<file path="src/rtl/muldiv_sequencer_if.sv">
// Request/response, architectural HI/LO and arithmetic-unit handshake bundle for muldiv_sequencer.
// slave = the sequencer's view; master = the control unit and arithmetic unit driving it.
interface muldiv_sequencer_if;
  logic        req_valid;
  logic [1:0]  req_op;
  logic [31:0] rs_val;
  logic [31:0] rt_val;
  logic        ready;
  logic        resp_valid;
  logic [31:0] resp_data;
  logic        op_done;
  logic        div_zero_exc;
  logic        timeout_err;
  logic [31:0] hi;
  logic [31:0] lo;
  logic        md_start;
  logic        md_op;
  logic [31:0] md_a;
  logic [31:0] md_b;
  logic        md_done;
  logic [31:0] md_hi;
  logic [31:0] md_lo;
  logic        md_div_zero;

  modport slave (
    input  req_valid, req_op, rs_val, rt_val, md_done, md_hi, md_lo, md_div_zero,
    output ready, resp_valid, resp_data, op_done, div_zero_exc, timeout_err, hi, lo,
           md_start, md_op, md_a, md_b
  );

  modport master (
    output req_valid, req_op, rs_val, rt_val, md_done, md_hi, md_lo, md_div_zero,
    input  ready, resp_valid, resp_data, op_done, div_zero_exc, timeout_err, hi, lo,
           md_start, md_op, md_a, md_b
  );
endinterface

</file>
<file path="src/rtl/muldiv_sequencer.sv">
// Issues MULT/DIV to the iterative arithmetic unit, commits HI/LO under a watchdog, and serves MFHI/MFLO.
// MULT/DIV: op_done two cycles after md_done is first seen in WAIT; MFHI/MFLO: resp_valid the cycle after accept; ready only in IDLE.
module muldiv_sequencer #(
  parameter int TIMEOUT = 48
) (
  input  logic               clk,
  input  logic               reset,
  muldiv_sequencer_if.slave  bus
);

  typedef enum logic [2:0] {
    S_IDLE,
    S_ISSUE,
    S_WAIT,
    S_COMMIT,
    S_READ
  } state_t;

  localparam logic [5:0] WD_LAST = 6'(TIMEOUT - 1);

  state_t      state, state_nxt;
  logic [5:0]  wdog;
  logic [31:0] cap_hi, cap_lo;
  logic        cap_dz;
  logic        wd_expire;

  logic accept_md, accept_rd, capture, commit_upd;
  logic op_done_d, dz_exc_d, timeout_d;

  // wdog counts completed WAIT cycles; the abort edge is the end of the TIMEOUT-th one.
  assign wd_expire = (wdog == WD_LAST);
  assign bus.ready = (state == S_IDLE);

  always_ff @(posedge clk or negedge reset) begin
    if (!reset) state <= S_IDLE;
    else        state <= state_nxt;
  end

  always_comb begin
    state_nxt = state;
    case (state)
      S_IDLE:   if (bus.req_valid) state_nxt = bus.req_op[1] ? S_READ : S_ISSUE;
      S_ISSUE:  state_nxt = S_WAIT;
      S_WAIT: begin
        if (bus.md_done)     state_nxt = S_COMMIT;
        else if (wd_expire)  state_nxt = S_IDLE;
      end
      S_COMMIT: state_nxt = S_IDLE;
      S_READ:   state_nxt = S_IDLE;
      default:  state_nxt = S_IDLE;
    endcase
  end

  always_comb begin
    accept_md  = 1'b0;
    accept_rd  = 1'b0;
    capture    = 1'b0;
    commit_upd = 1'b0;
    op_done_d  = 1'b0;
    dz_exc_d   = 1'b0;
    timeout_d  = 1'b0;
    case (state)
      S_IDLE: begin
        accept_md = bus.req_valid && !bus.req_op[1];
        accept_rd = bus.req_valid &&  bus.req_op[1];
      end
      S_WAIT: begin
        // Completion in the expiry cycle takes priority over the abort.
        if (bus.md_done) begin
          capture = 1'b1;
        end else if (wd_expire) begin
          op_done_d = 1'b1;
          timeout_d = 1'b1;
        end
      end
      S_COMMIT: begin
        op_done_d = 1'b1;
        if (cap_dz && !bus.md_op) dz_exc_d   = 1'b1;
        else                      commit_upd = 1'b1;
      end
      default: ;
    endcase
  end

  always_ff @(posedge clk or negedge reset) begin
    if (!reset) begin
      bus.md_start     <= 1'b0;
      bus.md_op        <= 1'b0;
      bus.md_a         <= '0;
      bus.md_b         <= '0;
      bus.resp_valid   <= 1'b0;
      bus.resp_data    <= '0;
      bus.op_done      <= 1'b0;
      bus.div_zero_exc <= 1'b0;
      bus.timeout_err  <= 1'b0;
      bus.hi           <= '0;
      bus.lo           <= '0;
      wdog             <= '0;
      cap_hi           <= '0;
      cap_lo           <= '0;
      cap_dz           <= 1'b0;
    end else begin
      bus.md_start     <= accept_md;
      bus.resp_valid   <= accept_rd;
      bus.op_done      <= op_done_d;
      bus.div_zero_exc <= dz_exc_d;
      bus.timeout_err  <= timeout_d;
      if (accept_md) begin
        bus.md_a  <= bus.rs_val;
        bus.md_b  <= bus.rt_val;
        bus.md_op <= (bus.req_op == 2'b00);
      end
      // HI/LO cannot change while a read is outstanding, so sample at accept.
      if (accept_rd) bus.resp_data <= bus.req_op[0] ? bus.lo : bus.hi;
      if (state == S_ISSUE)     wdog <= '0;
      else if (state == S_WAIT) wdog <= wdog + 6'd1;
      if (capture) begin
        cap_hi <= bus.md_hi;
        cap_lo <= bus.md_lo;
        cap_dz <= bus.md_div_zero;
      end
      if (commit_upd) begin
        bus.hi <= cap_hi;
        bus.lo <= cap_lo;
      end
    end
  end

endmodule

</file>
<file path="src/flat_wrapper.sv">
// flat-port wrapper written by rule: the top's interface ports become plain ports
module muldiv_sequencer_flat 
#(
  parameter int TIMEOUT = 48
)
  (clk, reset, bus_req_valid, bus_req_op, bus_rs_val, bus_rt_val, bus_md_done, bus_md_hi, bus_md_lo, bus_md_div_zero, bus_ready, bus_resp_valid, bus_resp_data, bus_op_done, bus_div_zero_exc, bus_timeout_err, bus_hi, bus_lo, bus_md_start, bus_md_op, bus_md_a, bus_md_b);
  muldiv_sequencer_if bus_i ();
  input  logic clk;
  input  logic reset;
  input wire logic [$bits(bus_i.req_valid)-1:0] bus_req_valid;
  input wire logic [$bits(bus_i.req_op)-1:0] bus_req_op;
  input wire logic [$bits(bus_i.rs_val)-1:0] bus_rs_val;
  input wire logic [$bits(bus_i.rt_val)-1:0] bus_rt_val;
  input wire logic [$bits(bus_i.md_done)-1:0] bus_md_done;
  input wire logic [$bits(bus_i.md_hi)-1:0] bus_md_hi;
  input wire logic [$bits(bus_i.md_lo)-1:0] bus_md_lo;
  input wire logic [$bits(bus_i.md_div_zero)-1:0] bus_md_div_zero;
  output wire logic [$bits(bus_i.ready)-1:0] bus_ready;
  output wire logic [$bits(bus_i.resp_valid)-1:0] bus_resp_valid;
  output wire logic [$bits(bus_i.resp_data)-1:0] bus_resp_data;
  output wire logic [$bits(bus_i.op_done)-1:0] bus_op_done;
  output wire logic [$bits(bus_i.div_zero_exc)-1:0] bus_div_zero_exc;
  output wire logic [$bits(bus_i.timeout_err)-1:0] bus_timeout_err;
  output wire logic [$bits(bus_i.hi)-1:0] bus_hi;
  output wire logic [$bits(bus_i.lo)-1:0] bus_lo;
  output wire logic [$bits(bus_i.md_start)-1:0] bus_md_start;
  output wire logic [$bits(bus_i.md_op)-1:0] bus_md_op;
  output wire logic [$bits(bus_i.md_a)-1:0] bus_md_a;
  output wire logic [$bits(bus_i.md_b)-1:0] bus_md_b;
  assign bus_i.req_valid = bus_req_valid;
  assign bus_i.req_op = bus_req_op;
  assign bus_i.rs_val = bus_rs_val;
  assign bus_i.rt_val = bus_rt_val;
  assign bus_i.md_done = bus_md_done;
  assign bus_i.md_hi = bus_md_hi;
  assign bus_i.md_lo = bus_md_lo;
  assign bus_i.md_div_zero = bus_md_div_zero;
  assign bus_ready = bus_i.ready;
  assign bus_resp_valid = bus_i.resp_valid;
  assign bus_resp_data = bus_i.resp_data;
  assign bus_op_done = bus_i.op_done;
  assign bus_div_zero_exc = bus_i.div_zero_exc;
  assign bus_timeout_err = bus_i.timeout_err;
  assign bus_hi = bus_i.hi;
  assign bus_lo = bus_i.lo;
  assign bus_md_start = bus_i.md_start;
  assign bus_md_op = bus_i.md_op;
  assign bus_md_a = bus_i.md_a;
  assign bus_md_b = bus_i.md_b;
  muldiv_sequencer #(.TIMEOUT(TIMEOUT)) u_core (.clk(clk), .reset(reset), .bus(bus_i));
endmodule
</file>
<file path="config.mk">
export PLATFORM = sky130hd
export DESIGN_NAME = muldiv_sequencer_flat
export DESIGN_NICKNAME = d
export VERILOG_FILES = /design/src/rtl/muldiv_sequencer_if.sv /design/src/rtl/muldiv_sequencer.sv /design/src/flat_wrapper.sv
export SDC_FILE = /design/constraint.sdc
export NUM_CORES = 1
export LEC_CHECK = 0
export ABC_AREA = 1
export CAP_MARGIN = 20
export CORE_UTILIZATION = 40
export CTS_BUF_LIST = sky130_fd_sc_hd__clkbuf_4 sky130_fd_sc_hd__clkbuf_8 sky130_fd_sc_hd__clkbuf_16
export DETAILED_ROUTE_END_ITERATION = 10
export PLACE_DENSITY_LB_ADDON = 0.2
export SLEW_MARGIN = 30
export SYNTH_ARGS = -nofsm -noshare
export SYNTH_HDL_FRONTEND = slang
export SYNTH_SLANG_ARGS = --single-unit
</file>
<file path="constraint.sdc">
create_clock -name clk -period 1.7 [get_ports clk]
set_input_delay 0.17 -clock clk [delete_from_list [all_inputs] [get_ports clk]]
set_output_delay 0.17 -clock clk [all_outputs]
set_load 0.01 [all_outputs]
</file>
==> flow_metrics.tcl <==
set metrics [dict create \
    cts_made_buffers 26 \
    finalCriticalPeriod_ns 1.65 \
    tightest_slew_ns 0.609 \
    clk_latency_ns 0.52 \
    rows 56 \
    cts.sinks 240 \
    gr-usage-all-layers_pct 21.9 \
    dieArea_um2 24600 \
    dpl-instance-area_um2 13100 \
    crit_family "buffers and inverters" \
    synth.top_cells.by_count "nand2_1, dfrtp_1, o21ai_0, inv_1, nor2_1" \
    fin_nets 1535 \
    ys_types 21 \
    core_area_um2 23500 \
    synth_seq_cells 240 \
    die_height_um 157 \
    synthCells 1096 \
    ios 302 \
    yosys.area.top_type "dfrtp_1" \
    cellLeakagePower_uw 0.00678 \
    ys_warn_count 0 \
    grt_pass1_wl_um 42100 \
    relSlewSlack_pct 59.4 \
    fmax_mhz 606 \
    synth_mux_area_share_pct 0 \
    htreeDepth 1 \
    async_reset_ff_share_pct 100 \
    port_buffers 301 \
    stdcell_count 1737 \
    synth_top_area_share_pct 62.7 \
    syn_avg_cell_area_um2 8.74 \
    synth_compound_area_share_pct 7.78 \
    clk_path_buf_depth 3 \
    finalSetupTns_ns 0 \
    wl_per_cell_um 15.7 \
    end_kind "primary output" \
    critPathSlowestCell "clkdlybuf4s50_1" \
    drt_iter0_markers 421 \
    hold_ws_ns 0.184 \
    grt_overflow 0 \
    status "completed" \
    power_density_nw_per_um2 1810 \
    required_ns 1.53 \
    antenna_left 0 \
    start_kind "flip-flop" \
    die-width_um 157 \
    antenna_found_initial 0 \
    clk_pin_slew_ns 0.06 \
    synth.area.top_cells "dfrtp_1, nand2_1, o21ai_0" \
    peakVddDrop_v 0.000907 \
    hp-class "primary input to flip-flop" \
    setup_viol_count_final 0 \
    synthesis.nets 1232 \
    crit_cells 1 \
    cap_violations 0 \
    rr_worst_depth 7 \
    routed_wl_um 27200 \
    finalCritPeriodShare_pct 97.0 \
    drcViolationCount 0 \
    netlist_area_um2 9580 \
    cts-root-buf "clkbuf_16" \
    dp.cells 1687 \
    place_congestion 0.821 \
    grt_pass1_vias 7780 \
    postLayoutCellArea_um2 14000 \
    tritoncts "yes" \
    synth_top_family_by_area "simple AND/OR/NAND/NOR gates" \
    synth_fa_ha_area_share_pct 0.131 \
    synthXorXnorAreaFrac_pct 0 \
    fin_skew_ns 0.00870 \
    start_util_pct 40.8 \
    vias 8035 \
    synth_edf_count 0 \
    synthSimpleGateAreaFrac_pct 23.6 \
    slowest_delay_ns 0.56 \
    cp_max_fo 3 \
    yosysMostFrequentCell "nand2_1" \
    hold_viol 0 \
    rsz0062_at_grt "no" \
    crit_arrival_ns 1.48 \
    drt_first_pass_iters 4 \
    syn_to_final_growth_pct 45.9 \
    path_buf_inv 1 \
    vias_per_cell 4.63 \
    holdPathStages 3 \
    hpwlAfterDp_um 18800 \
    crit_chain "clkdlybuf4s50_1" \
    synthFlopType "dfrtp_1" \
    n_antenna_cell 0 \
    slew_viol_final 0 \
    ys_seq_area_share_pct 62.7 \
    critPathKind "flip-flop to primary output" \
    grt_start_max_net_pins 83 \
    drive_gt1_share_pct 6.63 \
]
## power by group
group / total (uW) / switching (uW) / internal (uW)
clock network: 5860 / 2240 / 3620
logic: 9650 / 4840 / 4810
registers: 9770 / 1490 / 8290
total: 25300 / 8570 / 16700
## layout by cell type (no fill, tap or decap), drive strengths merged
master | synthesis | routed
nand2 | 554 | 554
clkdlybuf4s50 | 0 | 295
dfrtp | 240 | 240
o21ai | 136 | 136
inv | 58 | 58
clkbuf | 19 | 38
buf | 40 | 34
nor2 | 24 | 24
a21oi | 13 | 13
nand3 | 9 | 9
clkinv | 0 | 7
bufinv | 0 | 3
dlygate4sd2 | 0 | 2
nor3 | 1 | 1
nand4 | 1 | 1
ha | 1 | 1
dlygate4sd3 | 0 | 1
dlymetal6s2s | 0 | 1
## metrics by stage
stage / setup WS [ns] / power (uW) / utilization (%)
final: 0.0504 / 25300 / 59.5
after global placement: 0.190 / 19300 / 55.6
after detailed placement: 0.157 / 19600 / 55.6
after CTS: 0.000970 / 25500 / 59.5
after global routing: 0.00796 / 26900 / 59.5
after floorplan: 0.376 / 13900 / -
## worst reg2reg max path: cells and delay by family, from the launching register on
family | cells | cell delay (ns)
buffers and inverters | 3 | 0.55
flip-flops | 1 | 0.41
AND/OR/NAND/NOR | 4 | 0.43
## kinds of logic (layout without fill, tap and decap cells)
| family | after synthesis | after routing |
|---|---|---|
| flops | 240 | 240 |
| buf+inv | 117 | 439 |
| simple gates | 589 | 589 |
| fa+ha+maj | 1 | 1 |
| compound gates | 149 | 149 |
## path summary, 6_finish.rpt
path | to | from | slack, ns
min in group asynchronous | u_core.wdog[4] | reset | 0.22
max in group asynchronous | u_core.bus.md_a[21] | reset | 0.81
hold / removal | u_core.cap_hi[1] | bus_md_hi[1] | 0.18
setup reg to reg | u_core.cap_lo[19] | u_core.state[2] | 0.25
setup / recovery | bus_lo[1] | u_core.bus.lo[1] | 0.05
hold reg to reg | u_core.bus.lo[20] | u_core.cap_lo[20] | 0.47
## what timing repair did
action | 4_1_cts | 5_1_grt
setup buffers | 1 | 1
hold endpoints to repair | 56 | 0
hold buffers | 1 | 0
setup endpoints to repair | 3 | 2
gates resized for setup | 5 | 2
pin swaps | 1 | 0
gates cloned | 0 | 0
## state kept, by name, summed over array words and instances, names as in the netlist
register and flops:
u_core.bus.div_zero_exc 1, u_core.bus.hi 32, u_core.bus.lo 32, u_core.bus.md_a 32, u_core.bus.md_b 32, u_core.bus.md_op 1
u_core.bus.md_start 1, u_core.bus.op_done 1, u_core.bus.resp_data 32, u_core.bus.resp_valid 1, u_core.bus.timeout_err 1, u_core.cap_dz 1
u_core.cap_hi 32, u_core.cap_lo 32, u_core.state 3, u_core.wdog 6
## final cells by class
cell class	instances	area, um^2
Clock inverter	10	125
Timing Repair Buffer	334	3420
Clock buffer	37	776
Tap cell	319	399
Sequential cell	240	6010
Inverter	58	218
Fill cell	2011	9500
Multi-Input combinational cell	739	3030
## metal layers
metal  share of wire [%]  vias up  track usage, %  routed length (um)
met5                   0        -               0                   0
met4                 2.6        0            6.86                 705
met3                 5.3       46            3.57                1440
met2                  48      238            36.4               13100
met1                  44     3758            29.2               12000
li1                    -     3993               -                   -
Note: power is estimated with default switching activity, not from simulation.
==> patch 1, RTL diff (same flow settings) <==
The 5 states of `state_t` get a one-hot encoding in 5 bits.
--- a/src/rtl/muldiv_sequencer.sv
+++ b/src/rtl/muldiv_sequencer.sv
@@ -9,10 +9,10 @@
 );
 
-  typedef enum logic [2:0] {
-    S_IDLE,
-    S_ISSUE,
-    S_WAIT,
-    S_COMMIT,
-    S_READ
+  typedef enum logic [4:0] {
+    S_IDLE   = 5'b00001,
+    S_ISSUE  = 5'b00010,
+    S_WAIT   = 5'b00100,
+    S_COMMIT = 5'b01000,
+    S_READ   = 5'b10000
   } state_t;
 
Formal check against the unedited RTL: no difference found for any inputs over 10 cycles, from zero or initial values and one cycle with reset low; not proved beyond that.
==> patch 1 against the unedited design <==
- sequential cell count up 2
- non-clock buffer count down 6
- synthesized area down 1.2%
- highest routed layer unchanged
- synthesized cell count down 10%
- critical endpoint is now bus_lo[28]
- clock skew up 0.0062 ns
- routed wire length down 12%
- combinational power down 19%
- sequential share of layout area up 0.80 points
- setup slack about the same
- total power down 9.6%
- hold slack worse by 0.014 ns
- largest power group unchanged
- design area down 0.99%
==> patch 1: results (changes against the unedited design) <==
<table>
<tr><th>Metric</th><th>Value</th></tr>
<tr><th colspan="2">Synthesis</th></tr>
<tr><td>Sequential fraction of the synthesis area</td><td>64.0% (+1.3 points)</td></tr>
<tr><td>Top cells by instance count after synthesis</td><td>342 x sky130_fd_sc_hd__nand2_1, 241 x sky130_fd_sc_hd__dfrtp_1, 128 x sky130_fd_sc_hd__o21ai_0, 78 x sky130_fd_sc_hd__inv_1, 46 x sky130_fd_sc_hd__nor2_1</td></tr>
<tr><td>Mean cell area of the mapped netlist</td><td>9.61 um^2 (+9.9%)</td></tr>
<tr><td>Post-synth net total</td><td>1121 (-9.0%)</td></tr>
<tr><td>Count of unique library cells instantiated by Yosys</td><td>24 (+14%)</td></tr>
<tr><th colspan="2">Final layout</th></tr>
<tr><td>Layout net count</td><td>1425 (-7.2%)</td></tr>
<tr><td>Post-layout instance count excluding filler cells</td><td>1620 (-6.7%)</td></tr>
<tr><td>Share of cells above drive strength 1</td><td>6.81% (+0.18 points)</td></tr>
<tr><th colspan="2">Global route</th></tr>
<tr><td>GR Util All Layers</td><td>19.6% (-2.3 points)</td></tr>
<tr><td>Maximum number of pins on one net before global-route repair</td><td>73 (-12%)</td></tr>
<tr><td>Vias in the first global route</td><td>7191 (-7.6%)</td></tr>
<tr><th colspan="2">Worst hold path</th></tr>
<tr><td>Worst hold-check path type</td><td>in2async</td></tr>
<tr><th colspan="2">Critical path</th></tr>
<tr><td>Reg-to-reg endpoint</td><td>u_core.bus.resp_data[7]</td></tr>
<tr><td>Worst reg-to-reg path cell count</td><td>8 (+1)</td></tr>
<tr><td>Reg-to-reg startpoint</td><td>u_core.state[0]</td></tr>
<tr><td>Setup slack of the worst register-to-register path</td><td>0.11 ns (-0.14 ns)</td></tr>
<tr><th colspan="2">Placement</th></tr>
<tr><td>RD Place Congestion</td><td>0.766 (-6.7%)</td></tr>
<tr><td>Total half-perimeter wirelength after legalization and detailed placement</td><td>16400 um (-13%)</td></tr>
<tr><td>DP Area</td><td>12900 um^2 (-1.1%)</td></tr>
<tr><th colspan="2">Drt</th></tr>
<tr><td>Total Routed Length</td><td>24000 um (-12%)</td></tr>
<tr><td>Violation count after the first detailed-route iteration</td><td>388 (-7.8%)</td></tr>
<tr><th colspan="2">Pwr</th></tr>
<tr><td>VDD IR-drop max</td><td>1030 uV (+14%)</td></tr>
<tr><td>Lkg Pwr</td><td>0.00658 uW (-3.0%)</td></tr>
<tr><th colspan="2">Timing</th></tr>
<tr><td>Worst hold margin</td><td>0.169 ns (-0.0145 ns)</td></tr>
<tr><td>Final Skew</td><td>0.0149 ns (+0.00621 ns)</td></tr>
<tr><td>Relative slew slack</td><td>73.5% (+14 points)</td></tr>
<tr><th colspan="2">Status</th></tr>
<tr><td>Run status</td><td>finished clean</td></tr>
<tr><th colspan="2">Clocking</th></tr>
<tr><td>Number of buffers added by the clock tree synthesis step</td><td>27 (+3.8%)</td></tr>
</table>
## patch 1: changes by cell type in the layout (fill, tap and decap cells not counted), moves of 5 or more
cell	before	now
sky130_fd_sc_hd__nand2_1	552	342
sky130_fd_sc_hd__mux2i_1	0	32
sky130_fd_sc_hd__buf_4	19	12
sky130_fd_sc_hd__o21ai_0	136	128
sky130_fd_sc_hd__inv_1	54	78
sky130_fd_sc_hd__nor2_1	20	44
sky130_fd_sc_hd__a21oi_1	13	32
sky130_fd_sc_hd__clkdlybuf4s50_1	295	290
sky130_fd_sc_hd__o21ai_1	0	5
## patch 1: final cells by class
cell class | instances | area, um^2
Clock buffer | 37 | 801
Inverter | 81 | 304
Timing Repair Buffer | 328 | 3400
Tap cell | 313 | 392
Sequential cell | 242 | 6060
Clock inverter | 10 | 83.8
Fill cell | 1959 | 9080
Multi-Input combinational cell | 609 | 2790
## patch 1: worst max-delay path by stage
stage / start / end / depth (start not counted)
finish: u_core.bus.lo[28] / bus_lo[28] / 1
global route: u_core.state[0] / bus_ready / 5
CTS: u_core.state[0] / bus_ready / 5
detailed placement: u_core.state[0] / bus_ready / 5
global placement: u_core.state[0] / bus_ready / 5
floorplan: u_core.state[0] / u_core.bus.md_b[10] / 9
## patch 1: report_power, final
group	total [uW]	internal, uW	leakage (uW)	switching (uW)
sequential	9400	8160	0.00304	1230
clock	5680	3430	0.000442	2250
combinational	7780	4210	0.00309	3570
total	22900	15800	0.00658	7060
## patch 1: cell families after synthesis
kind of cell	Yosys count	synth area share (%)
XOR/XNOR	3	0.278
multiplexers	32	3.38
AO/OA/AOI/OAI	165	8.73
flip-flops	242	64.0
AND/OR/NAND/NOR	408	16.7
adder cells (fa/ha/maj)	1	0.132
buffers and inverters	134	6.77
## patch 1: stage by stage
stage	power, uW	worst slack [ns]
global route	24300	-0.00765
floorplan	12600	0.233
detailed placement	17300	0.106
finish	22900	0.0505
CTS	23100	0.00879
global placement	17000	0.127
## patch 1: worst reg2reg max path, cell delays in order, from the launching register on
cell                      delay, ns
sky130_fd_sc_hd__dfstp_2       0.54
sky130_fd_sc_hd__inv_2         0.05
sky130_fd_sc_hd__nor2_4        0.09
sky130_fd_sc_hd__nand3_2       0.08
sky130_fd_sc_hd__buf_4         0.15
sky130_fd_sc_hd__nor2_4        0.10
sky130_fd_sc_hd__buf_12        0.24
sky130_fd_sc_hd__nor2_1        0.12
sky130_fd_sc_hd__a21oi_1       0.13
## patch 1: repair_timing
item                                   in CTS  in global routing
gates resized for setup                     9                  7
hold buffers                                1                  0
buffers inserted                            0                  2
endpoints found under the hold margin     220                  0
setup endpoints to repair                   4                 10
## patch 1: layer usage
layer	vias to the layer above	wire length, um	GRT usage [%]
li1	3690	-	-
met1	3487	10300	25.5
met2	199	11700	32.7
met3	36	1310	4.33
met4	0	604	5.74
met5	-	0	0
==> patch 2, RTL diff (same flow settings) <==
Made on the original files. `TIMEOUT` is set to 48 in 2 places; all go to 24.
--- a/src/rtl/muldiv_sequencer.sv
+++ b/src/rtl/muldiv_sequencer.sv
@@ -2,5 +2,5 @@
 // MULT/DIV: op_done two cycles after md_done is first seen in WAIT; MFHI/MFLO: resp_valid the cycle after accept; ready only in IDLE.
 module muldiv_sequencer #(
-  parameter int TIMEOUT = 48
+  parameter int TIMEOUT = 24
 ) (
   input  logic               clk,
--- a/src/flat_wrapper.sv
+++ b/src/flat_wrapper.sv
@@ -2,5 +2,5 @@
 module muldiv_sequencer_flat 
 #(
-  parameter int TIMEOUT = 48
+  parameter int TIMEOUT = 24
 )
   (clk, reset, bus_req_valid, bus_req_op, bus_rs_val, bus_rt_val, bus_md_done, bus_md_hi, bus_md_lo, bus_md_div_zero, bus_ready, bus_resp_valid, bus_resp_data, bus_op_done, bus_div_zero_exc, bus_timeout_err, bus_hi, bus_lo, bus_md_start, bus_md_op, bus_md_a, bus_md_b);
Check against the original RTL: same outputs for any inputs over 10 cycles, from zero or initial values and one cycle with reset low; that may be too few to reach the edited logic, so the function may still have changed.
==> patch 2 against the unedited design <==
- total power hardly changed
- die area about the same
- global-route usage about the same
- via count rose by 0.71%
- critical path depth unchanged
- synthesized cell count is 0.36% higher
- sequential cell count did not move
- design area fell by 0.13%
- routed wire length down 2.0%
- combinational power about the same
- synthesized area is essentially flat
- register-to-register slack hardly changed
- setup slack gained 0.0015 ns
==> patch 2: results (changes against the unedited design) <==
<table>
<tr><th>Metric</th><th>Value</th></tr>
<tr><th colspan="2">Critical path</th></tr>
<tr><td>Worst reg-to-reg path cell count</td><td>5 (-2)</td></tr>
<tr><td>Reg-to-reg startpoint</td><td>u_core.state[0]</td></tr>
<tr><th colspan="2">Synthesis</th></tr>
<tr><td>Post-synth net total</td><td>1236 (+0.32%)</td></tr>
<tr><td>Area contributors post-synth</td><td>sky130_fd_sc_hd__dfrtp_1 63%, sky130_fd_sc_hd__nand2_1 22%, sky130_fd_sc_hd__o21ai_0 7.0%, sky130_fd_sc_hd__inv_1 2.2%, sky130_fd_sc_hd__buf_2 1.1%</td></tr>
<tr><td>Sequential fraction of the synthesis area</td><td>62.7% (about the same)</td></tr>
<tr><th colspan="2">Placement</th></tr>
<tr><td>Total of buffers placed on input and output ports</td><td>301 (unchanged)</td></tr>
<tr><td>RD Place Congestion</td><td>0.804 (-2.0%)</td></tr>
<tr><td>DP Area</td><td>13000 um^2 (-0.31%)</td></tr>
<tr><td>Total half-perimeter wirelength after legalization and detailed placement</td><td>18300 um (-2.6%)</td></tr>
<tr><th colspan="2">Pwr</th></tr>
<tr><td>Total clock network power</td><td>5900 uW (+0.7%)</td></tr>
<tr><td>Lkg Pwr</td><td>0.00681 uW (+0.36%)</td></tr>
<tr><th colspan="2">Timing</th></tr>
<tr><td>Relative slew slack</td><td>69.0% (+9.6 points)</td></tr>
<tr><td>Final Skew</td><td>0.00729 ns (-0.00140 ns)</td></tr>
<tr><th colspan="2">Drt</th></tr>
<tr><td>Violation count after the first detailed-route iteration</td><td>489 (+16%)</td></tr>
<tr><td>Routed len/inst</td><td>15.3 um (-2.1%)</td></tr>
<tr><td>Via-to-Cell Ratio</td><td>4.65 (+0.59%)</td></tr>
<tr><td>Total Routed Length</td><td>26700 um (-2.0%)</td></tr>
<tr><th colspan="2">Global route</th></tr>
<tr><td>Vias in the first global route</td><td>7844 (+0.82%)</td></tr>
<tr><td>Maximum number of pins on one net before global-route repair</td><td>67 (-19%)</td></tr>
<tr><td>GR Util All Layers</td><td>21.8% (-0.024 points)</td></tr>
<tr><td>Wire length of the first global-routing pass</td><td>42200 um (+0.19%)</td></tr>
<tr><th colspan="2">Status</th></tr>
<tr><td>Run status</td><td>finished clean</td></tr>
<tr><th colspan="2">Worst hold path</th></tr>
<tr><td>Worst hold-check path type</td><td>in2async</td></tr>
<tr><th colspan="2">Final layout</th></tr>
<tr><td>Layout fillers</td><td>2073 (+3.1%)</td></tr>
<tr><td>Share of cells above drive strength 1</td><td>6.41% (-0.22 points)</td></tr>
</table>
patch 2: metal layers:
layer	part of all wire [%]	wire length, um	vias up	track usage, %
li1	-	-	3995	-
met1	43	11400	3804	28.5
met2	49	13000	244	36.6
met3	5.8	1540	49	3.63
met4	3.0	790	0	7.80
met5	0	0	-	0
patch 2: cell families (layout without fill, tap and decap cells):
logic type | after synthesis | count (layout) | synth area share [%]
fa+ha+maj | 1 | 1 | 0.131
compound gates | 146 | 146 | 7.63
flops | 240 | 240 | 62.7
buf+inv | 118 | 438 | 5.81
simple gates | 595 | 595 | 23.8
patch 2: final cells by class:
type	instances	share of cell area, %
flip-flops and latches	240	43.0
clock buffers	36	5.55
repair buffers	331	24.2
well taps	319	2.86
inverters	59	1.59
clock inverters	12	1.01
multi-input cells	742	21.7
patch 2: final timing paths:
path                                                  to  slack, ns
worst max-delay path                          bus_lo[25]       0.05
min in group clk                        u_core.cap_lo[4]       0.17
worst max register to register         u_core.bus.hi[17]       0.25
worst min register to register         u_core.bus.lo[15]       0.47
worst min-delay path                 u_core.bus.md_b[18]       0.17
max in group asynchronous       u_core.bus.resp_data[16]       0.85
patch 2: timing repair:
| item | CTS | global route |
|---|---|---|
| hold buffers | 1 | 0 |
| endpoints found under the setup margin | 3 | 3 |
| gates resized for setup | 4 | 3 |
| hold endpoints to repair | 109 | 0 |
| pin swaps | 1 | 1 |
| buffers inserted | 2 | 0 |
| gates cloned | 0 | 0 |
patch 2: per-stage QoR:
stage / power, uW / setup WS [ns]
after floorplan: 14000 / 0.376
after global placement: 19300 / 0.170
after detailed placement: 19600 / 0.179
after CTS: 25600 / 0.0262
after global routing: 27000 / 0.000110
final: 25300 / 0.0518
